`config.mk`:
```
export PLATFORM = sky130hd
export DESIGN_NAME = array_mult_ctrl
export DESIGN_NICKNAME = d
export VERILOG_FILES = /design/src/rtl/array_mult_ctrl.sv
export SDC_FILE = /design/constraint.sdc
export NUM_CORES = 2
export LEC_CHECK = 0
export CAP_MARGIN = 20
export CORE_AREA = 2 2 494 496
export DETAILED_ROUTE_END_ITERATION = 10
export DIE_AREA = 0 0 496 498
export HOLD_SLACK_MARGIN = 0.15
export PLACE_DENSITY = 0.42
export SYNTH_ARGS = -nofsm -noshare
export SYNTH_HDL_FRONTEND = slang
export SYNTH_SLANG_ARGS = --single-unit
```
`constraint.sdc`:
```
create_clock -name clk -period 3.1 [get_ports clk]
set_input_delay 0.62 -clock clk [delete_from_list [all_inputs] [get_ports clk]]
set_output_delay 0.62 -clock clk [all_outputs]
set_load 0.01 [all_outputs]
```
`src/rtl/array_mult_ctrl.sv`:
```
// ============================================================================
// Module      : array_mult_ctrl
// Description : Initiator for the ifc_array_mult protocol. Holds N operand
//               pairs, enables the multiplier array for its full pipeline
//               depth, then captures the rounded products for readback.
//               Optional cycle counter: define ARRAY_MULT_CTRL_CYCCNT_EN.
// Revision    : 1.0 - initial release
// ============================================================================
`default_nettype none

module array_mult_ctrl #(
  parameter int N        = 15,
  parameter int MULT_LAT = 4,
  parameter int IDX_W    = 4
) (
  input  logic                clk,
  input  logic                reset_n,
  input  logic                wr_en,
  input  logic                wr_sel,
  input  logic [IDX_W-1:0]    wr_idx,
  input  logic [26:0]         wr_data,
  input  logic                start,
  input  logic [IDX_W-1:0]    rd_idx,
  output logic [26:0]         rd_data,
  output logic                busy,
  output logic                done,
  output logic                mult_en,
  output logic [N*27-1:0]     mult_dataa,
  output logic [N*27-1:0]     mult_datab,
  input  logic [N*27-1:0]     mult_result
`ifdef ARRAY_MULT_CTRL_CYCCNT_EN
  ,
  output logic [31:0]         cyc_cnt
`endif
);

  localparam int               c_DW       = 27;
  localparam int               c_CNT_W    = $clog2(MULT_LAT + 2);
  localparam logic [c_CNT_W-1:0] c_RUN_LOAD = c_CNT_W'(MULT_LAT + 1);
  localparam logic [IDX_W:0]   c_N        = (IDX_W + 1)'(N);

  typedef enum logic [1:0] {
    S_IDLE    = 2'd0,
    S_RUN     = 2'd1,
    S_CAPTURE = 2'd2
  } state_t;

  state_t               r_state;
  state_t               w_state_nxt;
  logic [c_CNT_W-1:0]   r_cnt;
  logic                 r_busy;
  logic                 r_done;
  logic [c_DW-1:0]      r_rd_data;
  logic                 w_start_ok;
  logic                 w_run;
  logic                 w_capture;
  logic                 w_wr_ok;
  logic                 w_rd_ok;
  logic [c_DW-1:0]      w_result [N];

  assign w_wr_ok = wr_en && !r_busy && ({1'b0, wr_idx} < c_N);
  assign w_rd_ok = ({1'b0, rd_idx} < c_N);

  always_comb begin
    w_state_nxt = r_state;
    w_start_ok  = 1'b0;
    w_run       = 1'b0;
    w_capture   = 1'b0;
    case (r_state)
      S_IDLE: begin
        if (start) begin
          w_start_ok  = 1'b1;
          w_state_nxt = S_RUN;
        end
      end
      S_RUN: begin
        w_run = 1'b1;
        // Count value 1 marks the last enabled cycle of the pipeline flush
        if (r_cnt == c_CNT_W'(1)) begin
          w_state_nxt = S_CAPTURE;
        end
      end
      S_CAPTURE: begin
        w_capture   = 1'b1;
        w_state_nxt = S_IDLE;
      end
      default: w_state_nxt = S_IDLE;
    endcase
  end

  always_ff @(posedge clk) begin
    if (!reset_n) begin
      r_state <= S_IDLE;
      r_cnt   <= '0;
      r_busy  <= 1'b0;
      r_done  <= 1'b0;
    end else begin
      r_state <= w_state_nxt;
      if (w_start_ok) begin
        r_cnt  <= c_RUN_LOAD;
        r_busy <= 1'b1;
        r_done <= 1'b0;
      end else if (w_run) begin
        r_cnt <= r_cnt - c_CNT_W'(1);
      end
      if (w_capture) begin
        r_busy <= 1'b0;
        r_done <= 1'b1;
      end
    end
  end

  // Gating with reset_n drops the enable in the same cycle reset is asserted
  assign mult_en = w_run & reset_n;
  assign busy    = r_busy;
  assign done    = r_done;

  genvar k;
  generate
    for (k = 0; k < N; k++) begin : g_lane
      logic [c_DW-1:0] r_a;
      logic [c_DW-1:0] r_b;
      logic [c_DW-1:0] r_res;

      always_ff @(posedge clk) begin
        if (!reset_n) begin
          r_a   <= '0;
          r_b   <= '0;
          r_res <= '0;
        end else begin
          if (w_wr_ok && (wr_idx == IDX_W'(k))) begin
            if (wr_sel) begin
              r_b <= wr_data;
            end else begin
              r_a <= wr_data;
            end
          end
          if (w_capture) begin
            r_res <= mult_result[k*c_DW +: c_DW];
          end
        end
      end

      assign mult_dataa[k*c_DW +: c_DW] = r_a;
      assign mult_datab[k*c_DW +: c_DW] = r_b;
      assign w_result[k]                = r_res;
    end
  endgenerate

  always_ff @(posedge clk) begin
    if (!reset_n) begin
      r_rd_data <= '0;
    end else if (w_rd_ok) begin
      r_rd_data <= w_result[rd_idx];
    end else begin
      r_rd_data <= '0;
    end
  end

  assign rd_data = r_rd_data;

`ifdef ARRAY_MULT_CTRL_CYCCNT_EN
  logic [31:0] r_cyc_cnt;

  always_ff @(posedge clk) begin
    if (!reset_n) begin
      r_cyc_cnt <= '0;
    end else if (w_start_ok) begin
      r_cyc_cnt <= '0;
    end else if (r_busy) begin
      r_cyc_cnt <= r_cyc_cnt + 32'd1;
    end
  end

  assign cyc_cnt = r_cyc_cnt;
`endif

endmodule

`default_nettype wire

```
==> impl_metrics.csv <==
group,metric,value,unit
floorplan,dieArea,0.247,mm²
sta,setup_viol,0,
cells_and_area,final_layout_size_suffix_gt1_share,10.2,%
worst_hold_path,hold_depth,3,
critical_path,cp_max_fo,7,
clocking,postCtsHoldBufs,0,
yosys,yosysTopAreaCell,"dfxtp_1",
power,switching_share,26.7,%
critical_path,critPathRequiredTime,2.48,ns
clocking,cts_buffers,154,
sta,skew,0.0425,ns
worst_hold_path,min_from,"wr_data[26]",
power,internal_power,28.1,mW
detailed_routing,drc,0,
worst_hold_path,min_to,"g_lane[8].r_a[26]",
floorplan,num_rows,181,
clocking,cts_tree,"done",
yosys,ys_seq_elements,1249,
sta,final.min_clock_period,2.77,ns
sta,rsz0062_at_grt,"false",
sta,slew_headroom,27.9,%
critical_path,r2r_slack,0.81,ns
power,power_density,532,mW/mm²
floorplan,die_x,496,µm
critical_path,crit_path_end_kind,"output port",
critical_path,worstReg2RegEnd,"g_lane[12].r_a[5]",
cells_and_area,nets,7398,
placed_design,place_ws,0.0623,ns
detailed_routing,via_per_inst,4.99,
placed_design,place.gp.congestion,0.855,
global_route,antenna_found_initial,16,
cells_and_area,utilization,29.9,%
yosys,syn_inst,5954,
power,power_switching,10.3,mW
sta,worstMarginPinSlew,1.07,ns
power,max-vdd-ir-drop,366,µV
detailed_routing,wl_per_cell,28.1,µm
sta,fmax,0.362,GHz
critical_path,critPathLaunchType,"register",
yosys,synthesis.area,0.0496,mm²
yosys,yosys.cell_types.count,41,
yosys,synth_nets,6401,
sta,drv_slew,0,
sta,fin_ws,0.334,ns
global_route,grt-ovfl-total,0,
global_route,grt.total_usage,22.3,%
flow_run,drv_cap,0,
power,pwr-share-comb,9.2,%
global_route,grt_pass1_vias,49800,
clocking,path_clk_slew,0.06,ns
critical_path,worstPathArrival,2.15,ns
floorplan,die_h,498,µm
clocking,clock-root-buffer,"clkbuf_16",
power,pwr-share-seq,42.5,%
placed_design,port_buffers,1284,
floorplan,core_area,0.242,mm²
power,finalPower,38.4,mW
floorplan,pin_count,1285,
floorplan,initial_core_util,20.5,%
clocking,clock_latency,0.80,ns
worst_hold_path,hold_class,"in2reg",
clocking,cts_setup_buffers,0,
power,clkPwrFrac,48.3,%
detailed_routing,vias,51300,
yosys,yosysSeqAreaShare,50.4,%
detailed_routing,drt_iter0_drc,4648,
yosys,synth.area.top_cells,"dfxtp_1 (50%), a21oi_1 (12%), nand2_1 (6.1%), nand3_1 (6.0%), o21ai_0 (5.5%)",
clocking,cts.sink_count,1249,
yosys,syn_area_per_cell,8.32,µm²
detailed_routing,postRouteAntennaNets,0,
critical_path,crit_type,"reg2out",
yosys,synth_top_area_share,50.4,%
placed_design,hpwlAfterDp,197000,µm
cells_and_area,area.growth.synth_to_final,45.7,%
status,outcome,"finished, final reports clean",
sta,final.setup.tns,0,ns
power,p_leak,22.6,nW
critical_path,r2r-start,"busy",
critical_path,rr_worst_depth,4,
sta,finalCritPeriodShare,89.2,%
global_route,grt_pass1_wl,397000,µm
yosys,yosysWarnings,0,
global_route,grt_max_degree,151,
detailed_routing,first_pass_iters,6,
detailed_routing,drt-total-wl,289000,µm
clocking,h-tree-depth,4,
clocking,cts_buffer_depth,3,
sta,hold_viol,0,
[routing by layer]
| layer | part of all wire [%] | vias to the layer above | track usage (%) |
|---|---|---|---|
| met1 | 41 | 25400 | 27.5 |
| li1 | - | 23200 | - |
| met5 | 0.012 | - | 0 |
| met4 | 4.8 | 6 | 10.3 |
| met3 | 9.0 | 438 | 6.79 |
| met2 | 46 | 2294 | 35.3 |
[how the worst max path moves through the flow]
stage | start | slack [ns] | cells past startpoint | end
finish | r_state[0] | 0.33 | 3 | mult_en
global route | r_state[0] | 0.18 | 3 | mult_en
CTS | r_state[0] | 0.21 | 3 | mult_en
detailed placement | rd_idx[0] | 0.06 | 7 | rd_data[16]
global placement | rd_idx[0] | 0.05 | 7 | rd_data[16]
floorplan | rd_idx[0] | 0.99 | 6 | rd_data[16]
[power by group through the flow]
stage	combinational (mW)	sequential [mW]	clock (mW)
3_3_place_gp	3.53	16.7	0
6_report	3.53	16.3	18.5
3_5_place_dp	3.53	16.7	0
5_1_grt	3.69	16.3	19.6
2_1_floorplan	1.34	16.7	0
4_1_cts	3.55	16.3	19.0
[cells in the mapped netlist, drive strengths merged]
library cell / instances
dfxtp: 1249
a21oi: 1217
nand2: 812
clkbuf: 610
nand3: 597
o21ai: 596
o31ai: 243
nand4: 216
buf: 143
mux4: 81
inv: 33
nor2: 30
a22oi: 27
mux2i: 27
o221a: 27
nand2b: 5
nor2b: 5
and3b: 4
nand3b: 4
and2: 3
nor3b: 3
and3: 2
and4bb: 2
ha: 2
nand4bb: 2
nor4b: 2
or3b: 2
or4b: 2
a211oi: 1
a31oi: 1
and4b: 1
nand4b: 1
nor3: 1
o21ba: 1
o2bb2ai: 1
or2: 1
[cells in the final DEF (no fill, tap or decap), drive strengths merged, types with 4 or more instances in the layout]
cell / count
nor2: 30
mux2i: 27
clkinv: 36
o221a: 27
nand3b: 4
buf: 341
clkinvlp: 7
nand4: 216
nand2b: 5
clkbuf: 219
nor2b: 5
a21oi: 1217
bufinv: 8
and3b: 4
mux4: 81
nand2: 812
dfxtp: 1249
o21ai: 596
clkdlybuf4s50: 1252
diode: 10
a22oi: 27
o31ai: 243
inv: 36
nand3: 597
[per-stage QoR]
step | area [µm²] | std cells | hold WS (ns)
3_5_place_dp | 67000 | 9997 | 0.444
4_1_cts | 72200 | 10300 | 0.228
5_1_grt | 72200 | 10300 | 0.276
2_1_floorplan | 49600 | 5954 | 0.433
6_report | 72200 | 10300 | 0.318
3_3_place_gp | 67000 | 9997 | 0.441
[repair_timing]
action,4_1_cts,5_1_grt
endpoints found under the hold margin,0,0
gates resized for setup,2,0
setup endpoints to repair,2,0
[area by class of cell]
class	instances	area, µm²
Timing Repair Buffer	1594	16300
Clock inverter	54	767
Antenna cell	10	25.0
Inverter	33	136
Clock buffer	219	4420
Tap cell	3202	4010
Sequential cell	1249	25000
Multi-Input combinational cell	3919	21500
Fill cell	25500	170000
[cells by family after synthesis]
family | share of synthesized area, %
and+or+nand+nor | 15.8
DFF | 50.4
adders and majority gates | 0.0505
AOI/OAI and AO/OA | 23.1
muxes | 4.23
buffers and inverters | 6.44
[state kept, by name, indices dropped and copies added, names as in the netlist]
name / flops
g_lane.r_a: 405
g_lane.r_b: 405
g_lane.r_res: 405
rd_data: 27
r_cnt: 3
r_state: 2
busy: 1
done: 1
[critical path, stage by stage (launching register included)]
cell and delay, ns:
dfxtp_1 0.48, nor2b_1 0.28, and2_1 0.18, dlygate4sd2_1 0.40
(Power assumes the default switching activity.)
